===== src/rtl/seg7_scan_decoder.sv =====
// Samples a scanned 7-segment bus, waits for each pattern to settle and decodes it back
// to a BCD frame with a valid/ready handshake. Define SEG7_ACTIVE_LOW_EN for 0 = lit inputs.
module seg7_scan_decoder #(
    parameter int DIGITS        = 4,
    parameter int STABLE_CYCLES = 3
) (
    input  logic                  clk,
    input  logic                  rst_n,
    input  logic [6:0]            seg,
    input  logic [DIGITS-1:0]     dig_en,
    output logic [4*DIGITS-1:0]   bcd_out,
    output logic                  frame_valid,
    input  logic                  frame_ready,
    output logic                  err_invalid,
    output logic                  err_onehot,
    output logic                  overrun
);

    localparam int SW = 7 + DIGITS;
    localparam int CW = (STABLE_CYCLES < 2) ? 1 : $clog2(STABLE_CYCLES);

    typedef enum logic {ACCUM, PEND} state_t;

    logic [6:0]              seg_i;
    logic [DIGITS-1:0]       dig_i;
    logic [SW-1:0]           s_q;
    logic [CW-1:0]           cnt;
    logic                    same;
    logic                    capture_ev;
    logic                    multi_hot;
    logic                    capture_wr;
    logic [4:0]              dec;
    logic [DIGITS-1:0][3:0]  shadow;
    logic [DIGITS-1:0]       captured;
    logic                    complete;
    state_t                  state_q, state_d;
    logic                    load_frame;
    logic                    set_overrun;

`ifdef SEG7_ACTIVE_LOW_EN
    assign seg_i = ~seg;
    assign dig_i = ~dig_en;
`else
    assign seg_i = seg;
    assign dig_i = dig_en;
`endif

    // Returns {invalid, bcd}; unknown patterns decode to 4'hF.
    function automatic logic [4:0] decode(input logic [6:0] s);
        case (s)
            7'b1111110: decode = 5'h00;
            7'b0110000: decode = 5'h01;
            7'b1101101: decode = 5'h02;
            7'b1111001: decode = 5'h03;
            7'b0110011: decode = 5'h04;
            7'b1011011: decode = 5'h05;
            7'b1011111: decode = 5'h06;
            7'b1110010: decode = 5'h07;
            7'b1111111: decode = 5'h08;
            7'b1111011: decode = 5'h09;
            default:    decode = 5'h1F;
        endcase
    endfunction

    // cnt holds (run length - 1) and saturates one past the capture point, so a long
    // stable run fires exactly once.
    assign same       = ({seg_i, dig_i} == s_q);
    assign capture_ev = (STABLE_CYCLES == 1) ? !same
                                             : (same && cnt == CW'(STABLE_CYCLES - 2));
    assign multi_hot  = ($countones(dig_i) > 1);
    assign capture_wr = capture_ev && (dig_i != '0) && !multi_hot;
    assign dec        = decode(seg_i);
    assign complete   = &captured;

    always_ff @(posedge clk) begin
        if (!rst_n) begin
            s_q <= '0;
            cnt <= '0;
        end else if (!same) begin
            s_q <= {seg_i, dig_i};
            cnt <= '0;
        end else if (cnt != CW'(STABLE_CYCLES - 1)) begin
            cnt <= cnt + CW'(1);
        end
    end

    // NOTE: shadow slots are reset along with the control state, otherwise a rescan after
    // reset could expose digits from before it.
    always_ff @(posedge clk) begin
        if (!rst_n) begin
            shadow      <= '0;
            captured    <= '0;
            err_invalid <= 1'b0;
            err_onehot  <= 1'b0;
        end else begin
            err_invalid <= capture_wr && dec[4];
            err_onehot  <= capture_ev && multi_hot;
            for (int i = 0; i < DIGITS; i++) begin
                if (capture_wr && dig_i[i]) begin
                    shadow[i] <= dec[3:0];
                end
            end
            // Completed mask is cleared on the following edge; a capture on that edge still counts.
            captured <= (complete ? '0 : captured) | (capture_wr ? dig_i : '0);
        end
    end

    // NOTE: every output of this block gets a default first so no latch is inferred.
    always_comb begin
        state_d     = state_q;
        load_frame  = 1'b0;
        set_overrun = 1'b0;
        case (state_q)
            ACCUM: begin
                if (complete) begin
                    load_frame = 1'b1;
                    state_d    = PEND;
                end
            end
            PEND: begin
                if (complete && frame_ready) begin
                    load_frame = 1'b1;
                end else if (complete) begin
                    set_overrun = 1'b1;
                end else if (frame_ready) begin
                    state_d = ACCUM;
                end
            end
            default: state_d = ACCUM;
        endcase
    end

    // NOTE: sequential state uses non-blocking assignments so all registers see pre-edge values.
    always_ff @(posedge clk) begin
        if (!rst_n) begin
            state_q <= ACCUM;
            bcd_out <= '0;
            overrun <= 1'b0;
        end else begin
            state_q <= state_d;
            if (load_frame) begin
                bcd_out <= shadow;
            end
            if (set_overrun) begin
                overrun <= 1'b1;
            end
        end
    end

    assign frame_valid = (state_q == PEND);

endmodule


===== config.mk =====
export PLATFORM = sky130hd
export DESIGN_NAME = seg7_scan_decoder
export DESIGN_NICKNAME = d
export VERILOG_FILES = /design/src/rtl/seg7_scan_decoder.sv
export SDC_FILE = /design/constraint.sdc
export NUM_CORES = 1
export LEC_CHECK = 0
export BUFFER_PORTS_ARGS = -buffer_cell sky130_fd_sc_hd__buf_4
export CORE_MARGIN = 10
export CORE_UTILIZATION = 57
export CTS_CLUSTER_SIZE = 20
export DETAILED_ROUTE_END_ITERATION = 6
export PLACE_DENSITY = 0.89
export SYNTH_ARGS = -nofsm -noshare
export SYNTH_HDL_FRONTEND = slang
export SYNTH_SLANG_ARGS = --single-unit

===== constraint.sdc =====
create_clock -name clk -period 2.7 [get_ports clk]
set_input_delay 0.54 -clock clk [delete_from_list [all_inputs] [get_ports clk]]
set_output_delay 0.54 -clock clk [all_outputs]
set_load 0.02 [all_outputs]

==> run_results.csv, run 1 <==
group,metric,value,unit
run_status,status,"complete, no violations",
timing,setup_tns,0,ns
power,p_leak,0.00109,uW
worst_setup_path,r2r_end,"bcd_out[10]",
worst_setup_path,start_kind,"primary input",
die,core,0.00412,mm2
cts,cts.repair.resized,0,
timing,timing.fmax,0.475,GHz
timing,worstMarginPinSlew,0.956,ns
worst_setup_path,critPathRequiredTime,2.91,ns
logic_synthesis,synth_cells,265,
min_path,min_from,"bcd_out[15]",
logic_synthesis,synth_cell_types,45,
route,vias,1889,
timing,holdWs,0.467,ns
route,drt-pass1-iter-count,4,
die,num_io_pins,34,
timing,min_period,2.11,ns
logic_synthesis,avgSynthCellArea,9.41,um2
placement,gp_congestion,0.902,
route,wire_per_inst,14.7,um
cts,ctsHoldBuffers,0,
power,internal-power,1030,uW
worst_setup_path,cp_max_fo,7,
timing,setup_violations,0,
logic_synthesis,ys_seq_area_frac,0.426,
cells_and_area,multi_input_area,0.00134,mm2
timing,period_share,0.780,
power,power.switching,333,uW
cells_and_area,fillers,343,
power,power_density,482,mW/mm2
die,initial_core_util,0.606,
cts,cts_buffer_depth,2,
die,die_y,86.1,um
worst_setup_path,critPathMaxStageDelay,0.56,ns
grt,grt_pass1_wl,8760,um
route,routed_wl,5040,um
route,viasPerCell,5.51,
cts,htreeDepth,2,
placement,dpl.hpwl,3790,um
cells_and_area,antennaDiodeCount,0,
grt,grt_util_all_layers,0.144,
die,die_w,86.1,um
min_path,whs_endpoint,"bcd_out[15]",
cts,cts-buffers-inserted,5,
worst_setup_path,rrSetupSlack,0.80,ns
cts,post_cts_buffers,0,
power,p_comb_frac,0.097,
route,drt-initial-drc-count,129,
route,drtAntennaViolNets,0,
die,core.rowCount,23,
worst_setup_path,slowest_stage,"fa_1",
logic_synthesis,synth_area,0.00249,mm2
timing,slew_headroom,0.362,
cts,cts.clk_slew.worst_paths,0.09,ns
worst_setup_path,rr_startpoint,"captured[2]",
timing,finalMaxSlewViolations,0,
placement,io_buffers,33,
grt,grt_pass1_vias,1878,
cells_and_area,area_growth,13.5,%
worst_setup_path,crit_type,"primary input to flip-flop",
worst_setup_path,worstPathCellList,"buf_4 -> inv_1 -> fa_1 -> nand2b_1 -> nand3_1 -> nor4_4 -> mux2i_1 -> nor2b_1",
cts,tritoncts,"yes",
die,die_area,0.00742,mm2
cells_and_area,drive_gt1_frac,0.222,
power,ir_drop,0.000272,V
timing,hold_violations,0,
worst_setup_path,r2r_cells,4,
min_path,hold-path-cell-count,2,
cts,clkLatencyLatePin,0.31,ns
timing,rsz0062_at_grt,"false",
logic_synthesis,ys_warn_count,0,
route,drc,0,
grt,overflow,0,
flow_run,drv_cap,0,
cts,root_buffer,"clkbuf_8",
timing,skew,0.00856,ns
worst_setup_path,crit_path_end_kind,"flip-flop",
logic_synthesis,ys_ff_latch,53,
power,pwr-share-clk,0.320,
min_path,hold_class,"flip-flop to flip-flop",
grt,antenna_found_initial,0,
worst_setup_path,cp.arrival,2.32,ns
logic_synthesis,syn_nets,283,
cts,cts.sinks,53,
cells_and_area,nNetsFinal,310,
power,sw_frac_of_total,0.245,
power,p_seq_frac,0.583,
cells_and_area,area.sequential,0.00106,mm2
grt,grt_max_degree,53,
-- cell usage after synthesis (all sizes together) --
library cell,count,area (um2)
o211a,1,10.0
nand2,45,169
a21boi,17,128
xnor2,11,134
o22ai,1,6.26
buf,5,36.3
o21a,1,7.51
dfxtp,53,1060
and3,1,6.26
nor4,6,110
o31ai,1,7.51
nand2b,4,25.0
a2111oi,1,27.5
mux2i,9,90.1
nand3b,2,15.0
and2,12,76.3
o21ai,10,50.1
clkbuf,9,33.8
and4bb,2,25.0
or3,1,6.26
nand4,7,68.8
nor2b,9,56.3
and4b,1,10.0
or3b,2,20.0
a41oi,1,8.76
fa,1,20.0
and3b,1,8.76
inv,5,18.8
nand3,9,50.1
a21oi,18,90.1
xor2,1,8.76
or2,1,6.26
nor2,9,33.8
ha,3,37.5
nor3,5,30.0
-- placed cells by master (no fill, tap or decap), types with 2 or more instances in the layout --
cell        count
inv_1           5
and2_1         11
nand2b_1        4
nor4_2          2
dfxtp_1        53
xnor2_2         5
a21boi_1        2
clkbuf_8        5
o21ai_0        10
nand3_1         8
nor3_1          4
clkinvlp_4      2
nand3b_1        2
a21oi_1        18
nor4_4          4
buf_4          34
mux2i_1         9
nand4_1         3
nand2_1        45
nand4_2         4
nor2b_1         9
xnor2_1         6
a21boi_0       15
ha_1            3
nor2_1          9
and4bb_2        2
-- sequential cells by signal, summed over array words and instances (netlist names) --
register and count:
bcd_out 16, shadow 16, s_q 11, captured 4, cnt 2, err_invalid 1
err_onehot 1, frame_valid 1, overrun 1
-- kinds of logic (layout without fill, tap and decap cells) --
family,Yosys count,count (layout),share of synthesized area
buffers and inverters,19,47,0.0356
multiplexers,9,9,0.0361
flip-flops,53,53,0.426
AO/OA/AOI/OAI,51,51,0.135
AND/OR/NAND/NOR,117,117,0.288
XOR/XNOR,12,12,0.0572
adder cells (fa/ha/maj),4,4,0.0231
-- power groups by stage --
stage	clock network [uW]	registers (uW)	logic, uW
6_report	435	795	132
5_1_grt	480	796	145
2_1_floorplan	0	813	95.3
3_5_place_dp	0	813	132
4_1_cts	448	795	132
3_3_place_gp	0	813	127
-- routing by layer --
| metal | share of wire | track usage |
|---|---|---|
| met1 | 0.44 | 0.168 |
| met3 | 0.060 | 0.0454 |
| met5 | 0 | 0 |
| met4 | 0.019 | 0.0629 |
| met2 | 0.48 | 0.237 |
-- critical path, delay by kind of cell --
| family | cells | cell delay, ns |
|---|---|---|
| AND/OR/NAND/NOR | 4 | 0.79 |
| adder cells (fa/ha/maj) | 1 | 0.56 |
| buffers and inverters | 2 | 0.18 |
| multiplexers | 1 | 0.24 |
-- metrics by stage --
stage,util,power [uW],setup slack (ns),cell area (um2),cells
after global routing,0.687,1420,0.478,2830,343
after global placement,0.666,940,0.369,2740,335
after detailed placement,0.666,945,0.261,2740,335
after floorplan,-,908,0.590,2490,265
final,0.687,1360,0.594,2830,343
after CTS,0.687,1380,0.599,2830,343
-- layout make-up --
cell class | instances | share of cell area
flip-flops and latches | 53 | 0.375
well taps | 50 | 0.0221
clock inverters | 2 | 0.00531
repair buffers | 34 | 0.0903
inverters | 5 | 0.00664
multi-input cells | 193 | 0.475
clock buffers | 6 | 0.0257
-- worst max-delay path by stage --
stage                     startpoint    endpoint  slack (ns)  cells past startpoint
after floorplan            dig_en[0]   shadow[6]        0.59                      7
after global placement     dig_en[0]   shadow[6]        0.37                      8
after detailed placement   dig_en[0]  shadow[14]        0.26                      8
after CTS                  dig_en[0]  shadow[14]        0.60                      8
after global routing       dig_en[0]   shadow[2]        0.48                      8
final                      dig_en[0]  shadow[14]        0.59                      8
Power figures use the tool's default switching activity.
==> run 2: changes to the inputs <==
--- a/config.mk
+++ b/config.mk
@@ -5,6 +5,7 @@
 export SDC_FILE = /design/constraint.sdc
 export NUM_CORES = 1
 export LEC_CHECK = 0
+export ABC_AREA = 1
 export BUFFER_PORTS_ARGS = -buffer_cell sky130_fd_sc_hd__buf_4
 export CORE_MARGIN = 10
 export CORE_UTILIZATION = 57
==> constraint.sdc (replaced) <==
create_clock -name clk -period 2.2 [get_ports clk]
set_input_delay 0.44 -clock clk [delete_from_list [all_inputs] [get_ports clk]]
set_output_delay 0.44 -clock clk [all_outputs]
set_load 0.02 [all_outputs]
==> run 2 against run 1 <==
Combinational power up 17%. Register-to-register slack worse by 0.28 ns. Synthesized cell count up 40%. Worst hold slack worse by 0.11 ns. Count of clock-buffer cells in the layout down 1. First-iteration DRC count up 26%. Core utilization down 1.2 points. Die area up 1.7%. Critical endpoint is now shadow[11]. Largest cell class unchanged. Largest power group unchanged.
==> run_results.csv, run 2 <==
group,metric,value,unit
logic_synthesis,yosys.area.top_type,"dfxtp_1",
placement,dpl.hpwl,4070,um
cts,root_buffer,"clkbuf_8",
logic_synthesis,syn_nets,388,
logic_synthesis,synth_compound_gate_area_share,0.0854,
route,viasPerCell,4.99,
logic_synthesis,synth_cells,370,
power,p_seq_frac,0.544,
logic_synthesis,synthXorXnorAreaFrac,0.0309,
timing,worstMarginPinSlew,0.431,ns
timing,min_period,1.87,ns
placement,io_buffers,33,
logic_synthesis,synth_top_family_by_area,"simple AND/OR/NAND/NOR gates",
cts,tritoncts,"yes",
cells_and_area,antennaDiodeCount,0,
route,drt-pass1-iter-count,4,
timing,period_share,0.849,
worst_setup_path,crit_type,"primary input to flip-flop",
min_path,min_from,"seg[5]",
grt,grt_util_all_layers,0.151,
logic_synthesis,synth_area_leaders,"dfxtp_1, nand2_1, inv_1",
placement,gp_congestion,0.919,
worst_setup_path,critPathRequiredTime,2.46,ns
worst_setup_path,critPathMaxStageDelay,0.56,ns
logic_synthesis,synth.most_common_cell,"nand2_1",
timing,hold_violations,0,
route,drtAntennaViolNets,0,
die,die_w,86.9,um
logic_synthesis,post_synth_and_or_nand_nor_area_fraction,0.325,
cts,cts.sinks,53,
cts,cts.repair.resized,0,
grt,antenna_found_initial,0,
die,core,0.00435,mm2
worst_setup_path,r2r_end,"shadow[11]",
logic_synthesis,ys.flop_type,"dfxtp_1",
flow_run,drv_cap,0,
logic_synthesis,synth_area,0.00255,mm2
power,p_leak,0.00150,uW
die,core.rowCount,24,
cells_and_area,final_common_cell,"nand2_1",
route,drc,0,
timing,setup_violations,0,
timing,skew,0.00750,ns
worst_setup_path,crit_path_end_kind,"flip-flop",
route,routed_wl,5420,um
worst_setup_path,path_common_cell,"nand2_1",
worst_setup_path,r2r_cells,6,
timing,timing.fmax,0.536,GHz
logic_synthesis,synth_cell_types,27,
cells_and_area,layout_common_cells,"nand2_1, inv_1, nor2_1, dfxtp_1, buf_4",
logic_synthesis,ys_ff_latch,53,
timing,finalMaxSlewViolations,0,
cells_and_area,area_growth,15.4,%
worst_setup_path,cp.arrival,2.13,ns
route,vias,2281,
worst_setup_path,rrSetupSlack,0.52,ns
logic_synthesis,muxShareOfSynthArea,0,
logic_synthesis,ys_async_sr_fraction,0,
grt,grt_pass1_vias,2242,
min_path,whs_endpoint,"s_q[9]",
cells_and_area,drive_gt1_frac,0.148,
cts,ctsHoldBuffers,0,
power,internal-power,1370,uW
route,wire_per_inst,11.9,um
logic_synthesis,synthAdderAreaFrac,0.0226,
grt,overflow,0,
grt,grt_max_degree,47,
timing,rsz0062_at_grt,"false",
cts,htreeDepth,2,
worst_setup_path,slowest_stage,"fa_1",
die,num_io_pins,34,
die,initial_core_util,0.585,
power,ir_drop,0.000316,V
cells_and_area,final_area,0.00294,mm2
timing,setup_tns,0,ns
logic_synthesis,avgSynthCellArea,6.89,um2
cells_and_area,biggestRegsByFlops,"bcd_out x16, shadow x16, s_q x11",
timing,slew_headroom,0.711,
grt,grt_pass1_wl,9520,um
logic_synthesis,synth_top_cells_by_count,"nand2_1, inv_1, nor2_1",
cts,cts_buffer_depth,2,
worst_setup_path,start_kind,"primary input",
worst_setup_path,cp_max_fo,6,
cts,post_cts_buffers,0,
cts,clkLatencyLatePin,0.31,ns
logic_synthesis,synth_top_area_frac,0.416,
cells_and_area,nNetsFinal,422,
power,power_density,611,mW/mm2
die,die_area,0.00755,mm2
power,sw_frac_of_total,0.239,
power,p_comb_frac,0.086,
cts,cts.clk_slew.worst_paths,0.10,ns
logic_synthesis,ys_seq_area_frac,0.416,
route,drt-initial-drc-count,163,
worst_setup_path,worstPathCellList,"buf_4 -> inv_1 -> fa_1 -> o21ai_2 -> nor3b_4 -> nand4_2 -> nand2_1 -> nand2_1 -> nor2_1",
placement,placed_cell_area,0.00283,mm2
logic_synthesis,ys_warn_count,0,
power,pwr-share-clk,0.370,
worst_setup_path,rr_startpoint,"cnt[0]",
logic_synthesis,synth_edf_count,0,
die,die_y,86.9,um
min_path,hold_class,"primary input to flip-flop",
power,power.switching,429,uW
run_status,status,"complete, no violations",
cts,cts-buffers-inserted,5,
min_path,hold-path-cell-count,3,
-- run 2: final cells by class --
class / count / area [um2]
well taps: 52 / 65.1
clock buffers: 5 / 68.8
multi-input cells: 246 / 1180
clock inverters: 3 / 43.8
fillers: 365 / 1410
inverters: 58 / 218
repair buffers: 40 / 300
flip-flops and latches: 53 / 1060
-- run 2: routing by layer --
layer  global-route usage  up-vias  wire, um
li1                     -     1199         -
met1                0.176     1023      2440
met2                0.254       47      2590
met3               0.0440       12       294
met4               0.0589        0        97
met5                    0        -         0
-- run 2: worst max path at each step --
stage / start / end / cells past startpoint
global route: dig_en[0] / shadow[15] / 9
global placement: dig_en[0] / shadow[5] / 9
CTS: dig_en[0] / shadow[11] / 9
detailed placement: dig_en[0] / shadow[11] / 9
finish: dig_en[0] / shadow[11] / 9
floorplan: dig_en[3] / shadow[0] / 9
-- run 2: stage by stage --
stage | instances | worst slack (ns) | hold slack (ns) | utilization | total power (uW)
6_report | 457 | 0.333 | 0.356 | 0.675 | 1800
5_1_grt | 457 | 0.177 | 0.357 | 0.675 | 1870
4_1_cts | 457 | 0.325 | 0.352 | 0.675 | 1810
3_5_place_dp | 449 | -0.0160 | 0.446 | 0.649 | 1150
3_3_place_gp | 449 | 0.0896 | 0.445 | 0.649 | 1150
2_1_floorplan | 370 | 0.186 | 0.429 | - | 1110
-- run 2: worst max-delay path, delay by kind of cell --
kind | cells | cell delay [ns]
simple gates | 5 | 0.88
fa+ha+maj | 1 | 0.56
buf+inv | 2 | 0.14
compound gates | 1 | 0.09
-- run 2: cell families after synthesis --
family,Yosys count
simple gates,191
xor+xnor,9
compound gates,42
fa+ha+maj,4
flops,53
buf+inv,71
-- run 2: power groups by stage --
stage,clock network [uW],registers [uW],logic [uW]
6_report,665,977,154
5_1_grt,716,978,176
4_1_cts,681,977,155
3_5_place_dp,0,999,154
3_3_place_gp,0,998,148
2_1_floorplan,0,997,111
==> run 3: changes to the inputs <==
==> constraint.sdc (replaced) <==
create_clock -name clk -period 1.96 [get_ports clk]
set_input_delay 0.392 -clock clk [delete_from_list [all_inputs] [get_ports clk]]
set_output_delay 0.392 -clock clk [all_outputs]
set_load 0.02 [all_outputs]
==> run 3 against run 2 <==
Clock skew is 0.0035 ns lower. Register-to-register slack got worse by 0.22 ns. Largest power group unchanged. Global-route usage shrank 0.075 points. Sequential power rose by 13%. Combinational power up 16%. Highest routed layer unchanged. Critical path depth did not move. Wire length shrank 0.72%. Non-clock buffer count increased by 1.
==> run_results.csv, run 3 (same netlist as run 2, synthesis figures left out) <==
group,metric,value,unit
worst_setup_path,path_common_cell,"nor2_1",
placement,dpl.hpwl,3980,um
power,ir_drop,0.000294,V
cts,cts.sinks,53,
die,core,0.00435,mm2
timing,min_period,1.83,ns
cells_and_area,fillers,381,
route,wire_per_inst,11.7,um
grt,grt_max_degree,47,
grt,grt_pass1_vias,2153,
cells_and_area,antennaDiodeCount,0,
grt,grt_pass1_wl,9410,um
timing,setup_ws,0.130,ns
timing,timing.fmax,0.546,GHz
route,wl_met1,2440,um
cells_and_area,area_growth,15.0,%
worst_setup_path,critPathRequiredTime,2.16,ns
route,drt-initial-drc-count,138,
worst_setup_path,start_kind,"primary input",
cts,ctsHoldBuffers,0,
flow_run,drv_cap,0,
worst_setup_path,crit_path_end_kind,"flip-flop",
die,die_w,86.9,um
route,viasPerCell,4.90,
cells_and_area,final_common_cell,"nand2_1",
worst_setup_path,worstPathCellList,"buf_4 -> inv_1 -> fa_1 -> o21ai_2 -> buf_4 -> nor2_1 -> nand4_1 -> nor2_1 -> nor2_1",
route,drtAntennaViolNets,0,
timing,rsz0062_at_grt,"false",
placement,io_buffers,33,
timing,setup_tns,0,ns
route,routed_wl,5380,um
cts,clkLatencyLatePin,0.30,ns
min_path,hold_class,"primary input to flip-flop",
run_status,status,"complete, no violations",
worst_setup_path,critPathMaxStageDelay,0.56,ns
worst_setup_path,cp_max_fo,4,
power,power_density,650,mW/mm2
power,finalPower,1900,uW
route,drc,0,
cts,root_buffer,"clkbuf_8",
route,vias,2243,
worst_setup_path,slowest_stage,"fa_1",
cells_and_area,nNetsFinal,423,
die,num_io_pins,34,
worst_setup_path,crit_type,"primary input to flip-flop",
route,top_layer,"met4",
route,routed-wl-met3,315,um
cts,post_cts_buffers,0,
cts,cts.clk_slew.worst_paths,0.09,ns
cts,cts_buffer_depth,2,
timing,finalMaxSlewViolations,0,
worst_setup_path,critPathTopFamily,"simple AND/OR/NAND/NOR gates",
die,core.rowCount,24,
timing,setup_violations,0,
die,initial_core_util,0.585,
power,p_leak,0.00152,uW
route,drt-pass1-iter-count,5,
timing,slew_headroom,0.701,
cells_and_area,drive_gt1_frac,0.153,
grt,overflow,0,
grt,grt_util_all_layers,0.150,
cts,cts-buffers-inserted,5,
cells_and_area,layout_common_cells,"nand2_1, inv_1, nor2_1, dfxtp_1, buf_4",
cts,cts.repair.resized,0,
timing,holdWs,0.309,ns
timing,period_share,0.934,
placement,gp_congestion,0.860,
die,die_area,0.00755,mm2
worst_setup_path,crit_buf_inv,3,
grt,antenna_found_initial,0,
cells_and_area,biggestRegsByFlops,"bcd_out x16, shadow x16, s_q x11",
placement,pre_cts_slack,-0.167,ns
cts,tritoncts,"yes",
timing,hold_violations,0,
cts,htreeDepth,2,
worst_setup_path,cp.arrival,2.04,ns
route,routed-wl-met2,2540,um
die,die_y,86.9,um
timing,skew,0.00396,ns
timing,worstMarginPinSlew,0.449,ns
-- run 3: cell count changes in the layout (fill, tap and decap cells not counted) --
cell	before	now
bufinv_16	1	0
buf_4	40	41
inv_2	2	3
clkbuf_8	5	6
inv_6	1	0
inv_1	56	55
clkinv_4	0	1
-- run 3: power breakdown --
| group | internal (uW) | total, uW | leakage, uW | switching, uW |
|---|---|---|---|---|
| Combinational | 67.4 | 178 | 0.00104 | 110 |
| Clock | 287 | 631 | 0.0000512 | 345 |
| Sequential | 1090 | 1100 | 0.000430 | 7.59 |
-- run 3: final timing paths --
| path | startpoint | endpoint | slack, ns | depth (start not counted) |
|---|---|---|---|---|
| max reg2reg | cnt[0] | shadow[5] | 0.30 | 6 |
| min reg2reg | shadow[11] | bcd_out[11] | 0.46 | 2 |
| max | dig_en[0] | shadow[7] | 0.13 | 9 |
| min | seg[5] | s_q[9] | 0.31 | 3 |
-- run 3: layout make-up --
class / count / area, um2 / area share
clock inverter: 2 / 13.8 / 0.00469
clock buffer: 6 / 82.6 / 0.0282
inverter: 58 / 218 / 0.0743
sequential: 53 / 1060 / 0.362
timing repair buffer: 41 / 308 / 0.105
tap: 52 / 65.1 / 0.0222
multi-input combinational: 246 / 1180 / 0.404
-- run 3: worst reg2reg max path, delay by kind of cell (launching register included) --
family,cells,cell delay [ns]
simple gates,5,0.92
flops,1,0.38
fa+ha+maj,1,0.31
-- run 3: metal layers --
| layer | vias up | GRT usage |
|---|---|---|
| met3 | 8 | 0.0365 |
| met1 | 988 | 0.181 |
| met4 | 0 | 0.0619 |
| li1 | 1200 | - |
| met2 | 47 | 0.249 |
| met5 | - | 0 |
-- run 3: through the flow --
step / instances / util / instance area (um2)
final: 458 / 0.673 / 2930
after global routing: 458 / 0.673 / 2930
after CTS: 458 / 0.673 / 2930
after detailed placement: 450 / 0.651 / 2840
after global placement: 450 / 0.651 / 2840
after floorplan: 370 / - / 2560
